File: config.mk
export PLATFORM = sky130hd
export DESIGN_NAME = instr_fetch_unit_flat
export DESIGN_NICKNAME = d
export VERILOG_FILES = /design/src/rtl/instr_fetch_unit_pkg.sv /design/src/rtl/instr_fetch_unit_if.sv /design/src/rtl/instr_fetch_unit_fetch_fifo.sv /design/src/rtl/instr_fetch_unit.sv /design/src/flat_wrapper.sv
export SDC_FILE = /design/constraint.sdc
export NUM_CORES = 1
export LEC_CHECK = 0
export CORE_AREA = 4 4 133 135
export CTS_CLUSTER_SIZE = 8
export DETAILED_ROUTE_END_ITERATION = 6
export DIE_AREA = 0 0 137 139
export PLACE_DENSITY = 0.85
export REMOVE_ABC_BUFFERS = 1
export SETUP_SLACK_MARGIN = 0.1
export SYNTH_ARGS = -nofsm -noshare
export SYNTH_HDL_FRONTEND = slang
export SYNTH_SLANG_ARGS = --single-unit
File: constraint.sdc
create_clock -name CLK -period 13.2 [get_ports CLK]
set_input_delay 3.96 -clock CLK [delete_from_list [all_inputs] [get_ports CLK]]
set_output_delay 3.96 -clock CLK [all_outputs]
set_load 0.02 [all_outputs]
File: src/rtl/instr_fetch_unit_pkg.sv
// Shared definitions for the instruction fetch unit: instruction field positions,
// PC increment, FSM state encodings and a few opcode/funct constants for decode.
package instr_fetch_unit_pkg;

  localparam int OP_HI    = 31;
  localparam int OP_LO    = 26;
  localparam int RS_HI    = 25;
  localparam int RS_LO    = 21;
  localparam int RT_HI    = 20;
  localparam int RT_LO    = 16;
  localparam int RD_HI    = 15;
  localparam int RD_LO    = 11;
  localparam int SHAMT_HI = 10;
  localparam int SHAMT_LO = 6;
  localparam int FUNCT_HI = 5;
  localparam int FUNCT_LO = 0;
  localparam int IMM_HI   = 15;
  localparam int IMM_LO   = 0;

  localparam int INSTR_W  = 32;
  localparam int PC_INCR  = 4;

  localparam logic [1:0] S_IDLE    = 2'd0;
  localparam logic [1:0] S_WAIT    = 2'd1;
  localparam logic [1:0] S_DISCARD = 2'd2;

  localparam logic [5:0] OPCODE_RTYPE = 6'h00;
  localparam logic [5:0] OPCODE_J     = 6'h02;
  localparam logic [5:0] OPCODE_BEQ   = 6'h04;
  localparam logic [5:0] OPCODE_LW    = 6'h23;
  localparam logic [5:0] OPCODE_SW    = 6'h2B;

  localparam logic [5:0] FUNCT_ADD = 6'h20;
  localparam logic [5:0] FUNCT_SUB = 6'h22;
  localparam logic [5:0] FUNCT_AND = 6'h24;
  localparam logic [5:0] FUNCT_OR  = 6'h25;
  localparam logic [5:0] FUNCT_SLT = 6'h2A;

  function automatic logic is_rtype(input logic [5:0] op);
    return op == OPCODE_RTYPE;
  endfunction

endpackage

File: src/rtl/instr_fetch_unit_if.sv
// Fetch unit bus bundle: instruction-memory req/ack, redirect input and the
// decoded head instruction under a valid/ready handshake to decode.
interface instr_fetch_unit_if #(
  parameter int PC_WIDTH = 32
);
  logic                imem_req;
  logic [PC_WIDTH-1:0] imem_addr;
  logic                imem_ack;
  logic [31:0]         imem_rdata;

  logic                redirect;
  logic [PC_WIDTH-1:0] redirect_pc;

  logic                dec_valid;
  logic                dec_ready;
  logic [5:0]          opCode;
  logic [4:0]          rs;
  logic [4:0]          rt;
  logic [4:0]          rd;
  logic [4:0]          shamt;
  logic [5:0]          funct;
  logic [15:0]         imm16;
  logic [PC_WIDTH-1:0] pc_out;

  modport master (
    output imem_req, imem_addr,
    input  imem_ack, imem_rdata,
    input  redirect, redirect_pc,
    output dec_valid, opCode, rs, rt, rd, shamt, funct, imm16, pc_out,
    input  dec_ready
  );

  modport slave (
    input  imem_req, imem_addr,
    output imem_ack, imem_rdata,
    output redirect, redirect_pc,
    input  dec_valid, opCode, rs, rt, rd, shamt, funct, imm16, pc_out,
    output dec_ready
  );
endinterface

File: src/rtl/instr_fetch_unit_fetch_fifo.sv
// Small synchronous FIFO holding {pc, instruction} pairs between fetch and decode.
// Flush empties it and wins over push/pop on the same edge.
module fetch_fifo #(
  parameter int DEPTH = 2,
  parameter int WIDTH = 64
) (
  input  logic                   i_clk,
  input  logic                   i_rst_n,
  input  logic                   i_push,
  input  logic                   i_pop,
  input  logic                   i_flush,
  input  logic [WIDTH-1:0]       i_data,
  output logic [$clog2(DEPTH):0] o_count,
  output logic                   o_full,
  output logic                   o_empty,
  output logic [WIDTH-1:0]       o_head
);
  localparam int AW = $clog2(DEPTH);
  localparam int CW = AW + 1;
  localparam logic [CW-1:0] FULL_CNT = CW'(DEPTH);

  logic [WIDTH-1:0] r_mem [DEPTH];
  logic [AW-1:0]    r_wptr;
  logic [AW-1:0]    r_rptr;
  logic [CW-1:0]    r_count;

  // Storage is not reset; occupancy is tracked by the pointers and count alone.
  always_ff @(posedge i_clk) begin
    if (i_push && !i_flush) r_mem[r_wptr] <= i_data;
  end

  always_ff @(posedge i_clk) begin
    if (!i_rst_n || i_flush) begin
      r_wptr  <= '0;
      r_rptr  <= '0;
      r_count <= '0;
    end else begin
      if (i_push) r_wptr <= r_wptr + AW'(1);
      if (i_pop)  r_rptr <= r_rptr + AW'(1);
      r_count <= r_count + CW'(i_push) - CW'(i_pop);
    end
  end

  assign o_count = r_count;
  assign o_full  = (r_count == FULL_CNT);
  assign o_empty = (r_count == '0);
  assign o_head  = r_mem[r_rptr];
endmodule

File: src/rtl/instr_fetch_unit.sv
// Fetch stage: PC register, one-outstanding imem request FSM, instruction buffer
// and combinational split of the head word into decode fields.
module instr_fetch_unit
  import instr_fetch_unit_pkg::*;
#(
  parameter int PC_WIDTH   = 32,
  parameter int FIFO_DEPTH = 2
) (
  input  logic                CLK,
  input  logic                Reset_L,
  input  logic [PC_WIDTH-1:0] start_pc,
  instr_fetch_unit_if.master  bus
);
  localparam int CW = $clog2(FIFO_DEPTH) + 1;
  localparam int EW = PC_WIDTH + INSTR_W;
  localparam logic [CW-1:0] DEPTH_CNT = CW'(FIFO_DEPTH);
  localparam logic [PC_WIDTH-1:0] ALIGN_MASK = ~PC_WIDTH'(3);

  logic [1:0]          r_state;
  logic [1:0]          w_state_nxt;
  logic [PC_WIDTH-1:0] r_pc;
  logic [PC_WIDTH-1:0] w_pc_nxt;
  logic [PC_WIDTH-1:0] r_addr;
  logic [PC_WIDTH-1:0] w_addr_nxt;
  logic [PC_WIDTH-1:0] w_pc_inc;
  logic [PC_WIDTH-1:0] w_redir_pc;

  logic                w_ack_hit;
  logic                w_push;
  logic                w_pop;
  logic                w_full;
  logic                w_empty;
  logic [CW-1:0]       w_count;
  logic [CW-1:0]       w_cnt_nxt;
  logic [EW-1:0]       w_head;
  logic [INSTR_W-1:0]  w_instr;
  logic [PC_WIDTH-1:0] w_head_pc;

  assign w_pc_inc   = r_pc + PC_WIDTH'(PC_INCR);
  assign w_redir_pc = bus.redirect_pc & ALIGN_MASK;

  // An ack only counts while a request is actually on the bus.
  assign w_ack_hit = bus.imem_ack && bus.imem_req;
  assign w_push    = (r_state == S_WAIT) && w_ack_hit && !bus.redirect;
  assign w_pop     = !w_empty && bus.dec_ready && !bus.redirect;
  assign w_cnt_nxt = w_count + CW'(w_push) - CW'(w_pop);

  fetch_fifo #(
    .DEPTH (FIFO_DEPTH),
    .WIDTH (EW)
  ) u_fifo (
    .i_clk   (CLK),
    .i_rst_n (Reset_L),
    .i_push  (w_push),
    .i_pop   (w_pop),
    .i_flush (bus.redirect),
    .i_data  ({r_pc, bus.imem_rdata}),
    .o_count (w_count),
    .o_full  (w_full),
    .o_empty (w_empty),
    .o_head  (w_head)
  );

  always_comb begin
    w_state_nxt = r_state;
    w_pc_nxt    = r_pc;
    w_addr_nxt  = r_addr;
    if (bus.redirect) begin
      w_pc_nxt = w_redir_pc;
      // A request still in flight must be completed and its data dropped.
      case (r_state)
        S_WAIT, S_DISCARD: w_state_nxt = w_ack_hit ? S_IDLE : S_DISCARD;
        default:           w_state_nxt = S_IDLE;
      endcase
    end else begin
      case (r_state)
        S_IDLE: begin
          if (!w_full) begin
            w_state_nxt = S_WAIT;
            w_addr_nxt  = r_pc;
          end
        end
        S_WAIT: begin
          if (w_ack_hit) begin
            w_pc_nxt = w_pc_inc;
            if (w_cnt_nxt < DEPTH_CNT) w_addr_nxt  = w_pc_inc;
            else                       w_state_nxt = S_IDLE;
          end
        end
        S_DISCARD: begin
          if (w_ack_hit) w_state_nxt = S_IDLE;
        end
        default: w_state_nxt = S_IDLE;
      endcase
    end
  end

  always_ff @(posedge CLK) begin
    if (!Reset_L) begin
      r_state <= S_IDLE;
      r_pc    <= start_pc & ALIGN_MASK;
      r_addr  <= '0;
    end else begin
      r_state <= w_state_nxt;
      r_pc    <= w_pc_nxt;
      r_addr  <= w_addr_nxt;
    end
  end

  assign bus.imem_req  = (r_state == S_WAIT) || (r_state == S_DISCARD);
  assign bus.imem_addr = r_addr;

  // Fields read as zero whenever the buffer is empty.
  assign w_instr   = w_empty ? '0 : w_head[INSTR_W-1:0];
  assign w_head_pc = w_empty ? '0 : w_head[EW-1:INSTR_W];

  assign bus.dec_valid = !w_empty;
  assign bus.opCode    = w_instr[OP_HI:OP_LO];
  assign bus.rs        = w_instr[RS_HI:RS_LO];
  assign bus.rt        = w_instr[RT_HI:RT_LO];
  assign bus.rd        = w_instr[RD_HI:RD_LO];
  assign bus.shamt     = w_instr[SHAMT_HI:SHAMT_LO];
  assign bus.funct     = w_instr[FUNCT_HI:FUNCT_LO];
  assign bus.imm16     = w_instr[IMM_HI:IMM_LO];
  assign bus.pc_out    = w_head_pc;
endmodule

File: src/flat_wrapper.sv
// flat-port wrapper written by rule: the top's interface ports become plain ports
module instr_fetch_unit_flat import instr_fetch_unit_pkg::*;
#(
  parameter int PC_WIDTH   = 32,
  parameter int FIFO_DEPTH = 2
)
  (CLK, Reset_L, start_pc, bus_imem_req, bus_imem_addr, bus_imem_ack, bus_imem_rdata, bus_redirect, bus_redirect_pc, bus_dec_valid, bus_opCode, bus_rs, bus_rt, bus_rd, bus_shamt, bus_funct, bus_imm16, bus_pc_out, bus_dec_ready);
  instr_fetch_unit_if #(.PC_WIDTH(PC_WIDTH)) bus_i ();
  input  logic CLK;
  input  logic Reset_L;
  input  logic [PC_WIDTH-1:0] start_pc;
  output wire logic [$bits(bus_i.imem_req)-1:0] bus_imem_req;
  output wire logic [$bits(bus_i.imem_addr)-1:0] bus_imem_addr;
  input wire logic [$bits(bus_i.imem_ack)-1:0] bus_imem_ack;
  input wire logic [$bits(bus_i.imem_rdata)-1:0] bus_imem_rdata;
  input wire logic [$bits(bus_i.redirect)-1:0] bus_redirect;
  input wire logic [$bits(bus_i.redirect_pc)-1:0] bus_redirect_pc;
  output wire logic [$bits(bus_i.dec_valid)-1:0] bus_dec_valid;
  output wire logic [$bits(bus_i.opCode)-1:0] bus_opCode;
  output wire logic [$bits(bus_i.rs)-1:0] bus_rs;
  output wire logic [$bits(bus_i.rt)-1:0] bus_rt;
  output wire logic [$bits(bus_i.rd)-1:0] bus_rd;
  output wire logic [$bits(bus_i.shamt)-1:0] bus_shamt;
  output wire logic [$bits(bus_i.funct)-1:0] bus_funct;
  output wire logic [$bits(bus_i.imm16)-1:0] bus_imm16;
  output wire logic [$bits(bus_i.pc_out)-1:0] bus_pc_out;
  input wire logic [$bits(bus_i.dec_ready)-1:0] bus_dec_ready;
  assign bus_imem_req = bus_i.imem_req;
  assign bus_imem_addr = bus_i.imem_addr;
  assign bus_i.imem_ack = bus_imem_ack;
  assign bus_i.imem_rdata = bus_imem_rdata;
  assign bus_i.redirect = bus_redirect;
  assign bus_i.redirect_pc = bus_redirect_pc;
  assign bus_dec_valid = bus_i.dec_valid;
  assign bus_opCode = bus_i.opCode;
  assign bus_rs = bus_i.rs;
  assign bus_rt = bus_i.rt;
  assign bus_rd = bus_i.rd;
  assign bus_shamt = bus_i.shamt;
  assign bus_funct = bus_i.funct;
  assign bus_imm16 = bus_i.imm16;
  assign bus_pc_out = bus_i.pc_out;
  assign bus_i.dec_ready = bus_dec_ready;
  instr_fetch_unit #(.PC_WIDTH(PC_WIDTH), .FIFO_DEPTH(FIFO_DEPTH)) u_core (.CLK(CLK), .Reset_L(Reset_L), .start_pc(start_pc), .bus(bus_i));
endmodule
### Yosys cells after proc, flatten, opt, wreduce, memory -nomap -nowiden

Memory sizes are Yosys's and may differ from the RTL's. A register that Yosys moved wholly into a read port is not among the register bits.
Index checks and enable logic that the tools add are counted.

| word-level totals | value |
|---|---|
| bits in writable memories | 128 |
| output and inout bits | 114 |
| memories | 1 |
| bits in registers | 70 |

| operators by class | value |
|---|---|
| reduce and logical (&&, ||, !) cells | 20 |
| bitwise operators | 2 |
| add/subtract/negate cells | 5 |
| magnitude comparators | 1 |
| muxes and demuxes | 22 |
| eq/ne operators | 12 |

Memories:

| name | words | width | rd ports | clocked after Yosys merged registers in | write ports | RTL line | source |
|---|---|---|---|---|---|---|---|
| u_core.u_fifo.r_mem | 2 | 64 | 1 | 1 | 1 | instr_fetch_unit_fetch_fifo.sv:22 | `logic [WIDTH-1:0] r_mem [DEPTH];` |

Operators with widths:

| cell | count |
|---|---|
| $mux 32 | 9 |
| $pmux 32 s2 | 1 |
| $add 32x3->32 const B | 1 |
| $mux 2 | 7 |
| $logic_and 1x1->1 | 6 |
| $ne 3x1->1 const B | 2 |
| $ne 3x2->1 const B | 2 |
| $ne 3x3->1 const B | 2 |
| $pmux 2 s3 | 1 |
| $reduce_and 5->1 | 1 |
| $eq 2x2->1 const B | 2 |
| $logic_not 2->1 | 2 |
| $mux 1 | 4 |
| $ne 2x1->1 const B | 2 |
| $reduce_and 2->1 | 2 |
| $reduce_and 4->1 | 1 |
| $reduce_or 2->1 | 2 |
| $logic_not 1->1 | 3 |
| $add 1x1->1 const B | 2 |
| $add 2x1->2 | 1 |
| $eq 2x1->1 const B | 1 |
| $logic_or 1x1->1 | 2 |
| $lt 2x2->1 const B | 1 |
| $ne 2x2->1 const B | 1 |
| other kinds (3) | 4 |

### Longest topological paths before layout

| depth | value |
|---|---|
| depth in word-level cells | 12 |
| gate-level depth with buffers | 14 |
| mapped depth without buffers | 12 |

### Hierarchy

Synthesis repeated with hierarchy kept, for this count alone.

| second synthesis, totals | value |
|---|---|
| cells, all modules | 737 |
| area total of the unflattened synthesis | 9,485.3 um^2 |

Modules (own cells, without submodules):

| module | area an instance (um^2) | cells each | instances | seq. area each (um^2) |
|---|---|---|---|---|
| fetch_fifo | 5,148.7 | 222 | 1 | 3,943.8 |
| instr_fetch_unit | 4,336.7 | 515 | 1 | 1,541.5 |

### Least setup slack after synthesis

OpenSTA, ideal clock, no wires.

| timing | value |
|---|---|
| path type | input to register |
| from | input bus_redirect |
| to | memory u_core.u_fifo.r_mem[0][0], enable pin |
| required time | 12,642 ps |
| arrival | 8,650 ps |
| library setup time | 558 ps |
| cell stages on the path | 3 |
| slack | 3,992 ps |
| cells stage by stage | clkbuf_1 clkbuf_1 nor3_1 |

| on the way | value |
|---|---|
| word-level cells in the longest chain between the ends | 5 |

RTL lines:

| item | RTL line | source |
|---|---|---|
| from (decl) | flat_wrapper.sv:16 | `input wire logic [$bits(bus_i.redirect)-1:0] bus_redirect;` |
| $logic_not 1->1 * | instr_fetch_unit_fetch_fifo.sv:29, instr_fetch_unit.sv:44 |  |
| $logic_and 1x1->1 | instr_fetch_unit.sv:44 | `assign w_push = (r_state == S_WAIT) && w_ack_hit && !bus.redirect;` |
| $logic_and 1x1->1 * | instr_fetch_unit_fetch_fifo.sv:29 | `if (i_push && !i_flush) r_mem[r_wptr] <= i_data;` |
| $mux 1 * | instr_fetch_unit_fetch_fifo.sv:29 |  |
| $mux 1 (implied by the code) * | instr_fetch_unit_fetch_fifo.sv:29 |  |
| to (decl) | instr_fetch_unit_fetch_fifo.sv:22 |  |

Mark *: on every way between the ends. The rest lies on a longest branch, timed or not.

### Worst setup path after layout

| timing | value |
|---|---|
| from | input bus_redirect |
| to | register u_core.r_addr[28], in the netlist u_core.bus.imem_addr[28] |

| on the way | value |
|---|---|
| elaborated cells on any way between the ends | 9 |

RTL lines:

| item | RTL line | source |
|---|---|---|
| $logic_not 1->1 | instr_fetch_unit.sv:45 | `assign w_pop = !w_empty && bus.dec_ready && !bus.redirect;` |
| $logic_and 1x1->1 | instr_fetch_unit.sv:45 |  |
| net u_core.u_fifo.i_pop | instr_fetch_unit_fetch_fifo.sv:10 | `input logic i_pop,` |
| $sub 2x1->2 | instr_fetch_unit.sv:46 | `assign w_cnt_nxt = w_count + CW'(w_push) - CW'(w_pop);` |
| $lt 2x2->1 | instr_fetch_unit.sv:86 | `if (w_cnt_nxt < DEPTH_CNT) w_addr_nxt = w_pc_inc;` |
| $ne 2x1->1 (no source line) | -- |  |
| $reduce_and 5->1 (no source line) | -- |  |
| to (signal assigned) | instr_fetch_unit.sv:106 | `r_addr <= w_addr_nxt;` |
| to (decl) | instr_fetch_unit.sv:23 | `logic [PC_WIDTH-1:0] r_addr;` |

The timed path passes the listed nets, and every way through them passes these cells.
A chain may end at the register's enable or synchronous reset.

==> results.md <==
* First-pass GRT wire length at 32600 um
* Max-slew headroom at 26.6%
* CTS sink cnt at 191
* Cells after DPL at 1107
* FF+latch count, synth at 191
* Vias per inst at 5.50
* H-Tree Depth at 4
* CTS root buf: clkbuf_16
* CP Cell Sequence: clkdlybuf4s50_1, buf_4, nor2_1, ha_1, inv_1, ha_1, xnor3_1, nor2b_1, o21a_2, o21ai_0, a21oi_1
* Post-DP HPWL at 14300 um
* Post-DR wirelength/cell at 18.8 um
* Std cell rows at 47
* CTS tree: yes
* Avg Inst Size Synth at 12.0 um2
* Postcts setup bufs at 0
* Routability cong. at 0.830
* Core area at 16500 um2
* Number of distinct library cells after synthesis at 46
* NumNets Final at 1013
* Yosys warning count at 0
* CTS clk-pin slew, worst paths at 70 ps
* Unrepaired setup endpoints after global routing: false
* Post-synth ARST share at 0%
* I/O Pins at 215
* Worst IR drop on VDD at 0.0000899 V
* Hold-fix buffers, CTS at 0
* Mapped cell area at 8770 um2
* Crit path max fanout at 57
* Seq/Total Area, Yosys at 61.2%
* 1st-iter DRT viols at 622
* Area grow syn2layout at 31.2%
* Critical Path RT at 13560 ps
* Pins over their slew limit at 0
* Drt first pass iters at 5
* CP arrival at 7210 ps
* CTS resizes at 0
* Final Critical Period at 6850 ps
* Initial Util at 53.3%
* Worst skew pair latency at 430 ps
* Antenna violations before repair at 1
* Port Buffer Count at 206
* Setup CP Type: primary input to flop
* Critical path's slowest cell: o21a_2
* Crit share post-route at 51.9%
* TritonCTS buffer count at 17
* Final setup fails at 0
* CP max stage delay at 910 ps
* Pleak at 3.87 nW
* Fmax at 146 MHz
* Pre-CTS setup slack at 5970 ps
* Die width at 137 um
* Post-route setup TNS at 0 ps
* Cell count after synthesis at 734
* Cell mode on critical path: ha_1
* Vias in the first global route at 6102
* Crit end category: flop
* P per Cell Area at 122 nW/um2
* GRT Util Overall at 22.3%
* Worst-margin pin slew at 1100 ps
* Max cap viols at 0
* EDFF count, synth at 154
* Post-Route WL at 21400 um
* Status: finished, final reports clean
* Final Hold Vio Count at 0
* Grt ovf at 0
* ANT nets after route at 0
* Die footprint at 19000 um2
* Die Span Y at 139 um
* Worst min path class: flop to flop
* Layout cell share with drive strength beyond 1 at 5.99%
* Main flop type after synthesis: edfxtp_1
* Clock buffer depth at 2
* Startpoint types: primary input
* Non-filler cells in the finished layout at 1139
* DRC at 0
* Largest net degree at the start of global routing at 79
* Via count at 6264
* Final worst slack at 6350 ps
* Max Clock Skew at 9.64 ps
per-stage QoR:
stage	power (mW)	hold slack, ps	utilization, %	cell area, um2
floorplan	0.786	472	-	8450
global placement	0.863	481	66.0	10900
detailed placement	0.869	488	66.0	10900
CTS	1.41	505	69.9	11500
global route	1.45	522	69.9	11500
finish	1.41	502	69.9	11500
sequential cells by signal, indices dropped and copies added (netlist names), named ones only:
name and count:
u_core.u_fifo.r_mem 124, u_core.bus.imem_addr 30, u_core.r_pc 30, u_core.r_state 2, u_core.u_fifo.o_count 2, u_core.u_fifo.r_rptr 1, u_core.u_fifo.r_wptr 1
cell type report:
cell class / instances / area (um2)
inverters: 15 / 56.3
clock buffers: 17 / 425
fillers: 1195 / 4960
diodes: 1 / 2.50
clock inverters: 14 / 213
repair buffers: 215 / 2120
flip-flops and latches: 191 / 5370
multi-input cells: 466 / 3040
well taps: 220 / 275
report_power, final:
| group | switching [mW] | total [mW] | internal (mW) |
|---|---|---|---|
| Clock | 0.215 | 0.550 | 0.335 |
| Combinational | 0.0745 | 0.149 | 0.0746 |
| Sequential | 0.0300 | 0.709 | 0.679 |
| Total | 0.320 | 1.41 | 1.09 |
cell families (layout without fill, tap and decap cells):
logic type      count (synthesis)  after routing  share of synthesized area, %
compound gates                107            107                          7.37
xor+xnor                       55             55                          5.65
buf+inv                        80            261                          4.49
other cells                     1              5                        0.0427
mux                            70             70                          8.07
flops                         191            191                          61.2
simple gates                  224            224                          12.4
fa+ha+maj                       6              6                         0.856
critical path: cells and delay by family:
family,cells,cell delay (ps)
AOI/OAI and AO/OA,3,1330
xor gates and xnor gates,1,240
adders and majority gates,2,470
buffers and inverters,3,840
and+or+nand+nor,2,330
Yosys cell counts (all sizes together) (13+ instances only):
library cell  instances  share of area, %
nand2                46               2.0
clkbuf               29               1.3
nor2b                20               1.4
o211a                13               1.5
dfxtp                37               8.4
nand4                18               1.5
a21oi                32               1.8
edfxtp              154                53
o21ai                43               2.5
xor2                 35               3.5
xnor2                19               1.9
buf                  36               2.6
mux2i                64               7.3
nor3                 15              0.86
nor2                 88               3.8
inv                  15              0.64
path summary, 6_finish.rpt:
check	startpoint	slack, ps	depth (start not counted)	endpoint
setup / recovery	bus_redirect	6350	11	u_core.bus.imem_addr[28]$_SDFFE_PN0P_
hold / removal	u_core.bus.imem_addr[2]$_SDFFE_PN0P_	500	1	u_core.bus.imem_addr[2]$_SDFFE_PN0P_
setup reg to reg	u_core.r_state[0]$_SDFFE_PN0P_	9920	10	u_core.bus.imem_addr[28]$_SDFFE_PN0P_
hold reg to reg	u_core.bus.imem_addr[2]$_SDFFE_PN0P_	500	1	u_core.bus.imem_addr[2]$_SDFFE_PN0P_
per-layer routing:
layer  track usage, %  share of wire, %  vias up
met5                0                 0        -
met4             7.51               2.3        0
met3             5.55               8.7       45
met2             36.7                49      270
met1             28.9                40     2988
li1                 -                 -     2961
placed cells by master, fill, tap and decap left out, types with 5 or more instances in the layout:
| cell | instances |
|---|---|
| clkdlybuf4s50_1 | 205 |
| dfxtp_1 | 36 |
| bufinv_16 | 5 |
| nor2_1 | 87 |
| xor2_1 | 35 |
| nor2b_1 | 20 |
| nand2_1 | 46 |
| o22ai_1 | 8 |
| xnor2_1 | 19 |
| nand3_1 | 11 |
| inv_1 | 15 |
| mux2_2 | 6 |
| a21oi_1 | 32 |
| buf_4 | 9 |
| ha_1 | 6 |
| clkbuf_16 | 17 |
| o211a_1 | 13 |
| nor4_1 | 8 |
| mux2i_1 | 64 |
| nor3_1 | 14 |
| nand4_1 | 16 |
| o21ai_0 | 43 |
| edfxtp_1 | 154 |
Note: power is estimated with default switching activity, not from simulation.
